**src/rtl/reg_dump_reader.sv**
```systemverilog
// Debug read-out engine: halts the core and streams x0..x(NUM_REGS-1) over valid/ready.
// Optional trailing XOR checksum beat when REG_DUMP_CHECKSUM_EN is defined.
module reg_dump_reader #(
    parameter int unsigned NUM_REGS = 32,
    parameter int unsigned ADDR_W   = 5,
    parameter int unsigned DATA_W   = 32
) (
    input  logic              CLK,
    input  logic              RESET,
    input  logic              START,
    output logic              HALT_REQ,
    input  logic              HALT_ACK,
    output logic [ADDR_W-1:0] RF_ADDR,
    input  logic [DATA_W-1:0] RF_DATA,
    output logic              DUMP_VALID,
    input  logic              DUMP_READY,
    output logic [DATA_W-1:0] DUMP_DATA,
    output logic [ADDR_W-1:0] DUMP_INDEX,
    output logic              DUMP_LAST,
    output logic              BUSY,
    output logic              DONE
);

    typedef enum logic [2:0] {
        StIdle,
        StHaltWait,
        StRead,
        StSend,
        StFinish
    } state_e;

    localparam logic [ADDR_W-1:0] LastIdx = ADDR_W'(NUM_REGS - 1);

    state_e            state_q, state_d;
    logic [ADDR_W-1:0] idx_q, idx_d;
    logic [ADDR_W-1:0] index_q, index_d;
    logic [DATA_W-1:0] data_q, data_d;
    logic              last_q, last_d;
    logic              halt_req_q, halt_req_d;
`ifdef REG_DUMP_CHECKSUM_EN
    logic [DATA_W-1:0] acc_q, acc_d;
    logic              csum_q, csum_d;
`endif

    always_comb begin
        state_d = state_q;
        idx_d   = idx_q;
        index_d = index_q;
        data_d  = data_q;
        last_d  = last_q;
`ifdef REG_DUMP_CHECKSUM_EN
        acc_d   = acc_q;
        csum_d  = csum_q;
`endif
        unique case (state_q)
            StIdle: begin
                if (START) begin
                    idx_d   = '0;
                    state_d = StHaltWait;
`ifdef REG_DUMP_CHECKSUM_EN
                    acc_d   = '0;
                    csum_d  = 1'b0;
`endif
                end
            end
            StHaltWait: begin
                if (HALT_ACK) state_d = StRead;
            end
            StRead: begin
                // A dropped ACK stalls the read so nothing is captured from an unfrozen file.
                if (HALT_ACK) begin
                    data_d  = RF_DATA;
                    index_d = idx_q;
                    state_d = StSend;
`ifdef REG_DUMP_CHECKSUM_EN
                    acc_d   = acc_q ^ RF_DATA;
                    last_d  = 1'b0;
`else
                    last_d  = (idx_q == LastIdx);
`endif
                end
            end
            StSend: begin
                if (DUMP_READY) begin
`ifdef REG_DUMP_CHECKSUM_EN
                    if (csum_q) begin
                        state_d = StFinish;
                    end else if (idx_q == LastIdx) begin
                        // Stay in SEND and present the checksum as one extra beat.
                        data_d  = acc_q;
                        index_d = '0;
                        last_d  = 1'b1;
                        csum_d  = 1'b1;
                    end else begin
                        idx_d   = idx_q + ADDR_W'(1);
                        state_d = StRead;
                    end
`else
                    if (idx_q == LastIdx) begin
                        state_d = StFinish;
                    end else begin
                        idx_d   = idx_q + ADDR_W'(1);
                        state_d = StRead;
                    end
`endif
                end
            end
            StFinish: begin
                idx_d   = '0;
                state_d = StIdle;
            end
            default: state_d = StIdle;
        endcase
        halt_req_d = (state_d == StHaltWait) || (state_d == StRead) || (state_d == StSend);
    end

    always_ff @(posedge CLK) begin
        if (RESET) begin
            state_q    <= StIdle;
            idx_q      <= '0;
            index_q    <= '0;
            data_q     <= '0;
            last_q     <= 1'b0;
            halt_req_q <= 1'b0;
`ifdef REG_DUMP_CHECKSUM_EN
            acc_q      <= '0;
            csum_q     <= 1'b0;
`endif
        end else begin
            state_q    <= state_d;
            idx_q      <= idx_d;
            index_q    <= index_d;
            data_q     <= data_d;
            last_q     <= last_d;
            halt_req_q <= halt_req_d;
`ifdef REG_DUMP_CHECKSUM_EN
            acc_q      <= acc_d;
            csum_q     <= csum_d;
`endif
        end
    end

    assign HALT_REQ   = halt_req_q;
    assign RF_ADDR    = idx_q;
    assign DUMP_VALID = (state_q == StSend);
    assign DUMP_DATA  = data_q;
    assign DUMP_INDEX = index_q;
    assign DUMP_LAST  = last_q;
    assign BUSY       = (state_q != StIdle);
    assign DONE       = (state_q == StFinish);

endmodule

```
**config.mk**
```make
export PLATFORM = sky130hd
export DESIGN_NAME = reg_dump_reader
export DESIGN_NICKNAME = d
export VERILOG_FILES = /design/src/rtl/reg_dump_reader.sv
export SDC_FILE = /design/constraint.sdc
export NUM_CORES = 1
export LEC_CHECK = 0
export ABC_AREA = 1
export BUFFER_PORTS_ARGS = -buffer_cell sky130_fd_sc_hd__buf_4
export CORE_UTILIZATION = 51
export CTS_BUF_LIST = sky130_fd_sc_hd__clkbuf_4 sky130_fd_sc_hd__clkbuf_8
export DETAILED_ROUTE_END_ITERATION = 6
export HOLD_SLACK_MARGIN = 0.06
export PLACE_DENSITY = 0.86
export SLEW_MARGIN = 5
export SYNTH_ARGS = -nofsm -noshare
export SYNTH_HDL_FRONTEND = slang
export SYNTH_SLANG_ARGS = --single-unit
```
**constraint.sdc**
```tcl
create_clock -name CLK -period 2.7 [get_ports CLK]
set_input_delay 0 -clock CLK [delete_from_list [all_inputs] [get_ports CLK]]
set_output_delay 0 -clock CLK [all_outputs]
set_load 0.1 [all_outputs]
```
# Word level (Yosys, flattened, before mapping)
# Index checks and enable logic that the tools add are counted.
[classes] n_div=0 shifts=0 n_bitwise=0 reduce_logical=7 n_mul=0 muxes=10 magnitude_cmp=0 addsub=1 n_eq_ne=11
[op_table] cell="$mux 3" n=5
[op_table] cell="$mux 5" n=3
[op_table] cell="$pmux 5 s3" n=1
[op_table] cell="$eq 3x2->1 const B" n=4
[op_table] cell="$pmux 3 s4" n=1
[op_table] cell="$eq 3x1->1 const B" n=2
[op_table] cell="$reduce_bool 3->1" n=2
[op_table] cell="$add 5x1->5 const B" n=1
[op_table] cell="$eq 5x5->1 const B" n=1
[op_table] cell="$ne 2x2->1 const B" n=2
[op_table] cell="$reduce_and 4->1" n=1
[op_table] cell="$eq 3x3->1 const B" n=1
[op_table] cell="$logic_not 3->1" n=1
[op_table] cell="$logic_or 1x1->1" n=2
[op_table] cell="$ne 2x1->1 const B" n=1
[op_table] cell="$reduce_and 2->1" n=1
[totals] input_bits=37 out_inout_bits=47 mem_bits_rw=0 mem_count=0 register_bits=47 latch_bits=0 mem_bits_ro=0 word_cells=35

# Depth between registers and ports, before layout
# Gate-level depths: netlist of run 1.
[depth] ltp_word=7 ltp_mapped=10 depth_no_buf=10

# Worst setup path after synthesis of run 1
# OpenSTA, ideal clock, no wires.
[synth_timing] path_type="register to register" startpoint="register idx_q[1], in the netlist RF_ADDR[1]" endpoint="register idx_q[3], in the netlist RF_ADDR[3]" synth_period_minus_slack_ns=2.246 t_required_ns=2.581 arrival_time_ns=2.127 n_path_buf=0 stages_incl_launch_ff=10 setup_ns=0.119 slack_ns=0.454 path_cell_list="dfxtp_1 ha_1 nand2_1 nor2_1 ha_1 nor2_1 nand2_2 nand2_1 a21oi_1 nor2_1"
[synth_between] elab_chain_len=4 word_cells_on_any_way=7 cone_classes="add/sub (1); eq/ne (2); mux (3); reduce/logical (1)"
[synth_lines] element="start, declared" line="35" source="logic [ADDR_W-1:0] idx_q, idx_d;"
[synth_lines] element="start signal, assigned" line="131" source="idx_q <= idx_d;"
[synth_lines] element="$add 5x1->5" line="102" source="idx_d = idx_q + ADDR_W'(1);"
[synth_lines] element="$mux 5" line="99" source="if (idx_q == LastIdx) begin"
[synth_lines] element="$mux 5" line="84" source="if (DUMP_READY) begin"
[synth_lines] element="$pmux 5 s3" line="55" source="unique case (state_q)"
# Several ways; a longest one is shown, not always the timed one. The select of a mux whose other input is x is not followed.
# A chain may end at the register's enable or synchronous reset.

# Final worst setup path of run 1
[layout_timing] startpoint="register idx_q[1], in the netlist RF_ADDR[1]" endpoint="register halt_req_q, in the netlist HALT_REQ"
[layout_between] elab_chain_len=7 word_cells_on_any_way=9 cone_classes="eq/ne (4); mux (3); reduce/logical (2)"
[layout_lines] element="$eq 5x5->1 (*)" line="99"
[layout_lines] element="$mux 3 (*)" line="99"
[layout_lines] element="$mux 3 (*)" line="84"
[layout_lines] element="$pmux 3 s4 (*)" line="55"
[layout_lines] element="$eq 3x1->1 or $eq 3x2->1 (tied branches)" line="114" source="halt_req_d = (state_d == StHaltWait) || (state_d == StRead) || (state_d == StSend);"
[layout_lines] element="$logic_or 1x1->1" line="114"
[layout_lines] element="$logic_or 1x1->1 (*)" line="114"
[layout_lines] element="end signal, assigned" line="135" source="halt_req_q <= halt_req_d;"
[layout_lines] element="end, declared" line="39" source="logic halt_req_q, halt_req_d;"
# Every way passes the cells marked *; elsewhere a longest branch is shown, timed or not.

==> results of run 1 <==
[per-layer routing]
layer,vias up,wire [um],share of wire,GRT usage
met4,0,153,0.030,0.1746
met5,-,0,0,0
met3,16,273,0.053,0.07773
li1,990,-,-,-
met2,69,2665,0.52,0.5131
met1,889,2036,0.40,0.2742
[final cells by class]
class                      count  area, um2
timing repair buffer         122       1011
sequential                    47      940.9
multi-input combinational    167      739.5
fill                         226      504.2
tap                           46      57.56
clock buffer                   7      52.55
inverter                      14      52.55
clock inverter                 1      5.005
[cell usage in the layout (no fill, tap or decap), drive strengths merged]
cell type	count
a21oi	7
buf	84
clkbuf	7
clkinv	1
dfxtp	47
dlygate4sd3	38
ha	3
inv	14
nand2	16
nand3	8
nor2	92
o21ai	41
[logic make-up (layout without fill, tap and decap cells)]
kind of cell | count (synthesis) | in the layout
simple gates | 116 | 116
compound gates | 48 | 48
flops | 47 | 47
buf+inv | 26 | 144
fa+ha+maj | 3 | 3
[worst reg2reg max path, cell delays in order (launching register included)]
cell	delay, ps
dfxtp_1	420
ha_1	210
nand2_1	80
nor2_1	160
ha_1	200
nor2_1	60
nand2_2	100
nand2_1	70
nor2_1	90
a21oi_1	70
dlygate4sd3_1	560
[where the power goes]
group / total, uW / leakage, uW / switching (uW) / internal, uW
clock: 333 / 0.0000361 / 211 / 122
sequential: 742 / 0.000381 / 18.6 / 724
combinational: 460 / 0.000922 / 320 / 141
[registers in the layout (all words and copies together) (netlist names)]
signal,count
HALT_REQ,1
state_q,3
DUMP_LAST,1
DUMP_DATA,32
RF_ADDR,5
DUMP_INDEX,5
[what timing repair did]
item / in CTS / in global routing
hold buffers: 38 / 0
endpoints found under the hold margin: 41 / 0
endpoints found under the setup margin: 0 / 0
setup buffers: 0 / 0
[metrics by stage]
stage,std cells,util,cell area (um2),total power (uW)
final,404,0.8501,2859,1536
after global routing,404,0.8501,2859,1598
after CTS,404,0.8501,2859,1534
after detailed placement,358,0.7199,2421,1165
after global placement,358,0.7199,2421,1161
after floorplan,240,-,1817,1064
[worst min-delay path by stage]
stage | startpoint | to | slack (ps) | cells after the start
finish | RESET | RF_ADDR[4] | 420 | 3
global route | RESET | state_q[0] | 400 | 3
CTS | RESET | state_q[0] | 390 | 3
detailed placement | RESET | HALT_REQ | 230 | 2
global placement | RESET | RF_ADDR[1] | 230 | 2
floorplan | RESET | HALT_REQ | 70 | 1
==> flow_metrics.py, run 1 <==
metrics = {
    "run_status": {
        "status": "finished clean",
    },
    "critical_path": {
        "critPathTopFamily": "simple AND/OR/NAND/NOR gates",
        "critPathCapture": "HALT_REQ",
        "cp.depth": 10,
        "slowest_stage": "dlygate4sd3_1",
        "reg2reg_to": "HALT_REQ",
        "crit_path_end_kind": "register",
        "critPathMaxFanout": 6,
        "crit_chain": "ha_1, nand2_1, nor2_1, ha_1, nor2_1, nand2_2, nand2_1, nor2_1, a21oi_1, dlygate4sd3_1",
        "critical_path_required_ps": 2950,
        "cp-start-kind": "register",
        "crit-reg2reg-launch": "RF_ADDR[1]",
        "path_class": "register to register",
        "reg2reg_slack_ps": 590,
        "max_stage_delay_ps": 560,
        "cpMostUsedCell": "nor2_1",
        "ff2ff_path_depth": 10,
        "crit_buf_inv": 1,
        "startpoint": "RF_ADDR[1]",
        "cp_data_arrival_time_ps": 2370,
    },
    "placed_design": {
        "hpwl_um": 2854,
        "pre_cts_ws_ps": 1077,
        "routabilityCongestion": 0.8463,
        "io_buffers": 83,
    },
    "sta": {
        "relSlewSlack": 0.3464,
        "worst_pin_slew_ps": 979.4,
        "max_freq_mhz": 473.0,
        "rsz0062_at_grt": "no",
        "setup_violations": 0,
        "holdWs_ps": 415.1,
        "fin_worst_skew_ps": 3.832,
        "fin_ws_ps": 585.9,
        "maxSlewViolCount": 0,
        "fin_crit_ps": 2114,
        "hold_viol": 0,
        "finalSetupTns_ps": 0,
        "period_share": 0.7830,
    },
    "finish": {
        "n_antenna_cell": 0,
        "drive_gt1_frac": 0.2765,
        "fin_nets": 397,
        "syn_to_final_growth_pct": 57.37,
    },
    "power": {
        "pwr_density_cell_nw_per_um2": 537.2,
        "vdd_drop_max_mv": 0.3408,
        "p_leak_uw": 0.001339,
    },
    "synth": {
        "synth_top_area_cell": "dfxtp_1",
        "syn_area_um2": 1817,
        "synth_top_family_by_area": "simple AND/OR/NAND/NOR gates",
        "synth_edf_count": 0,
        "ys_warn_count": 0,
        "synth-compound-area-share": 0.1343,
        "ys.flop_type": "dfxtp_1",
        "synth_area_leaders": "dfxtp_1, nor2_1, o21ai_0",
        "synth.distinct_cells": 17,
        "yosysMostFrequentCell": "nor2_1",
        "postSynthCellCount": 240,
        "yosysTopAreaCellShare": 0.5179,
        "synth_fp_nets": 280,
        "yosysSeqAreaShare": 0.5179,
        "synth_xor_area_frac": 0,
        "synthAdderAreaFrac": 0.02066,
        "synth.area.mux_share": 0,
        "synth_seq_cells": 47,
        "synthSimpleGateAreaFrac": 0.2521,
        "synth_common_cells": "nor2_1, dfxtp_1, o21ai_0, nand2_1, inv_1",
        "synthArstFlopShare": 0,
        "avgSynthCellArea_um2": 7.570,
    },
    "clock_network": {
        "cts.clk_slew.worst_paths_ps": 130,
        "cts_max_level": 2,
        "cts_tree": "built",
        "cts_made_buffers": 5,
        "clock_latency_ps": 350,
        "clockBufferDepth": 2,
        "cts_root_buf": "clkbuf_4",
        "cts_resized": 0,
        "clkSinkCount": 47,
    },
    "die": {
        "num_rows": 21,
        "dieArea_um2": 3805,
        "start_util": 0.5402,
        "io_pins": 84,
        "design.core.area_um2": 3363,
        "die_h_um": 61.69,
        "die_w_um": 61.69,
    },
    "drt": {
        "dr.pass1.iters": 4,
        "drt-initial-drc-count": 83,
        "vias": 1964,
        "postRouteAntennaNets": 0,
        "route.detailed.drc": 0,
        "wirelength_um": 5128,
        "wire_per_inst_um": 12.69,
        "via_per_inst": 4.861,
    },
    "global_route": {
        "grt_max_degree": 41,
        "grt_pass1_vias": 1887,
        "antenna_found_initial": 0,
        "track_usage": 0.2792,
        "grt_pass1_wl_um": 7672,
        "grt_remaining_overflow": 0,
    },
    "job": {
        "cap_viol_max_count": 0,
    },
    "hold_path": {
        "hold_class": "input pin to register",
    },
}
(Power assumes the default switching activity.)
==> run 2, diff against run 1 <==
- CORE_UTILIZATION: 51 -> 43
- PLACE_DENSITY: 0.86 -> 0.77
- clock period: 2.7 -> 1.9 ns (I/O delays scaled with it)
==> flow_metrics.py, run 2 (synthesis gave the netlist of run 1 again) <==
metrics = {
    "finish": {
        "final_common_cell": "nor2_1",
        "final_area_um2": 2949,
        "drive_gt1_frac": 0.3000,
        "fillCellCount": 329,
        "syn_to_final_growth_pct": 62.33,
        "largest_reg_flops": 32,
        "fin_nets": 399,
        "n_antenna_cell": 0,
        "most-common-layout-cells": "nor2_1, buf_4, dfxtp_1, o21ai_0, dlygate4sd3_1",
    },
    "drt": {
        "via_per_inst": 4.668,
        "wire_per_inst_um": 11.63,
        "vias": 1914,
        "wirelength_um": 4769,
        "postRouteAntennaNets": 0,
        "dr.pass1.iters": 4,
        "drt-initial-drc-count": 92,
        "route.detailed.drc": 0,
    },
    "placed_design": {
        "hpwl_um": 3189,
        "placed_area_um2": 2486,
        "routabilityCongestion": 0.7728,
        "io_buffers": 83,
    },
    "critical_path": {
        "critical_path_required_ps": 2100,
        "critPathTopFamily": "simple AND/OR/NAND/NOR gates",
        "slowest_stage": "dfxtp_2",
        "crit_buf_inv": 0,
        "max_stage_delay_ps": 370,
        "cpMostUsedCell": "nor2_1",
        "path_class": "register to register",
        "cp_data_arrival_time_ps": 1750,
        "crit_chain": "ha_1, nand2_1, nor2_1, ha_1, nor2_1, nand2_2, nand2_1, a21oi_1, nor2_1",
        "crit_path_end_kind": "register",
        "cp-start-kind": "register",
        "critPathMaxFanout": 6,
    },
    "global_route": {
        "grt_pass1_wl_um": 7265,
        "track_usage": 0.2159,
        "grt_remaining_overflow": 0,
        "grt_max_degree": 26,
        "antenna_found_initial": 0,
        "grt_pass1_vias": 1673,
    },
    "job": {
        "cap_viol_max_count": 0,
    },
    "sta": {
        "maxSlewViolCount": 0,
        "rsz0062_at_grt": "no",
        "worst_pin_slew_ps": 565.6,
        "period_share": 0.8191,
        "hold_viol": 0,
        "fin_worst_skew_ps": 5.075,
        "finalSetupTns_ps": 0,
        "setup_violations": 0,
        "max_freq_mhz": 642.6,
        "fin_crit_ps": 1556,
        "relSlewSlack": 0.6225,
    },
    "clock_network": {
        "postCtsHoldBufs": 35,
        "clock_latency_ps": 290,
        "post-cts-setup-buffers": 0,
        "cts_resized": 0,
        "cts_root_buf": "clkbuf_8",
        "cts.clk_slew.worst_paths_ps": 90,
        "cts_tree": "built",
        "cts_made_buffers": 5,
        "clockBufferDepth": 2,
        "cts_max_level": 2,
        "clkSinkCount": 47,
    },
    "power": {
        "p_leak_uw": 0.001374,
        "pwr_density_cell_nw_per_um2": 824.3,
        "vdd_drop_max_mv": 0.7032,
    },
    "die": {
        "start_util": 0.4509,
        "num_rows": 23,
        "dieArea_um2": 4489,
        "design.core.area_um2": 4029,
        "die_h_um": 67,
        "io_pins": 84,
        "die_w_um": 67,
    },
    "hold_path": {
        "hold_class": "input pin to register",
    },
    "run_status": {
        "status": "finished clean",
    },
}
-- run 2: tightest hold or removal path, delay by kind of cell --
kind / cells / cell delay [ps]
AOI/OAI and AO/OA: 1 / 70
buffers and inverters: 2 / 140
and+or+nand+nor: 2 / 150
-- run 2: final timing paths --
| path | startpoint | end | slack [ps] | cells past startpoint |
|---|---|---|---|---|
| setup / recovery | RF_ADDR[1] | RF_ADDR[2] | 340 | 9 |
| hold / removal | HALT_ACK | state_q[1] | 90 | 5 |
| setup reg to reg | RF_ADDR[1] | RF_ADDR[2] | 340 | 9 |
| hold reg to reg | DUMP_INDEX[4] | DUMP_INDEX[4] | 490 | 2 |
-- run 2: power breakdown --
part	leakage, uW	total (uW)	switching, uW	internal (uW)
registers	0.000383	1050	25.0	1030
clock network	0.0000581	727	335	392
logic	0.000933	651	449	202
total	0.00137	2430	809	1620
-- run 2: metrics by stage --
step	std cells	hold slack, ps	total power (uW)	util	setup WS [ps]
final	410	89.53	2431	0.7320	343.8
after global routing	410	122.6	2538	0.7320	181.2
after CTS	410	73.23	2461	0.7320	356.2
after detailed placement	367	221.5	1666	0.6171	373.5
after global placement	367	214.1	1661	0.6171	414.9
after floorplan	240	61.65	1513	-	44.61
-- run 2: area by class of cell --
| type | count | area [um2] | share of cell area |
|---|---|---|---|
| Tap cell | 50 | 62.56 | 0.02121 |
| Multi-Input combinational cell | 167 | 744.5 | 0.2524 |
| Clock buffer | 5 | 68.82 | 0.02333 |
| Sequential cell | 47 | 945.9 | 0.3207 |
| Timing Repair Buffer | 124 | 1031 | 0.3496 |
| Inverter | 14 | 52.55 | 0.01782 |
| Clock inverter | 3 | 43.79 | 0.01485 |
-- run 2: metal layers --
metal	part of all wire	global-route usage	wire length (um)	up-vias
met1	0.42	0.2404	2026	857
met5	0	0	0	-
met3	0.062	0.07534	294	4
met2	0.50	0.3738	2403	60
li1	-	-	-	993
met4	0.0096	0.07713	46	0
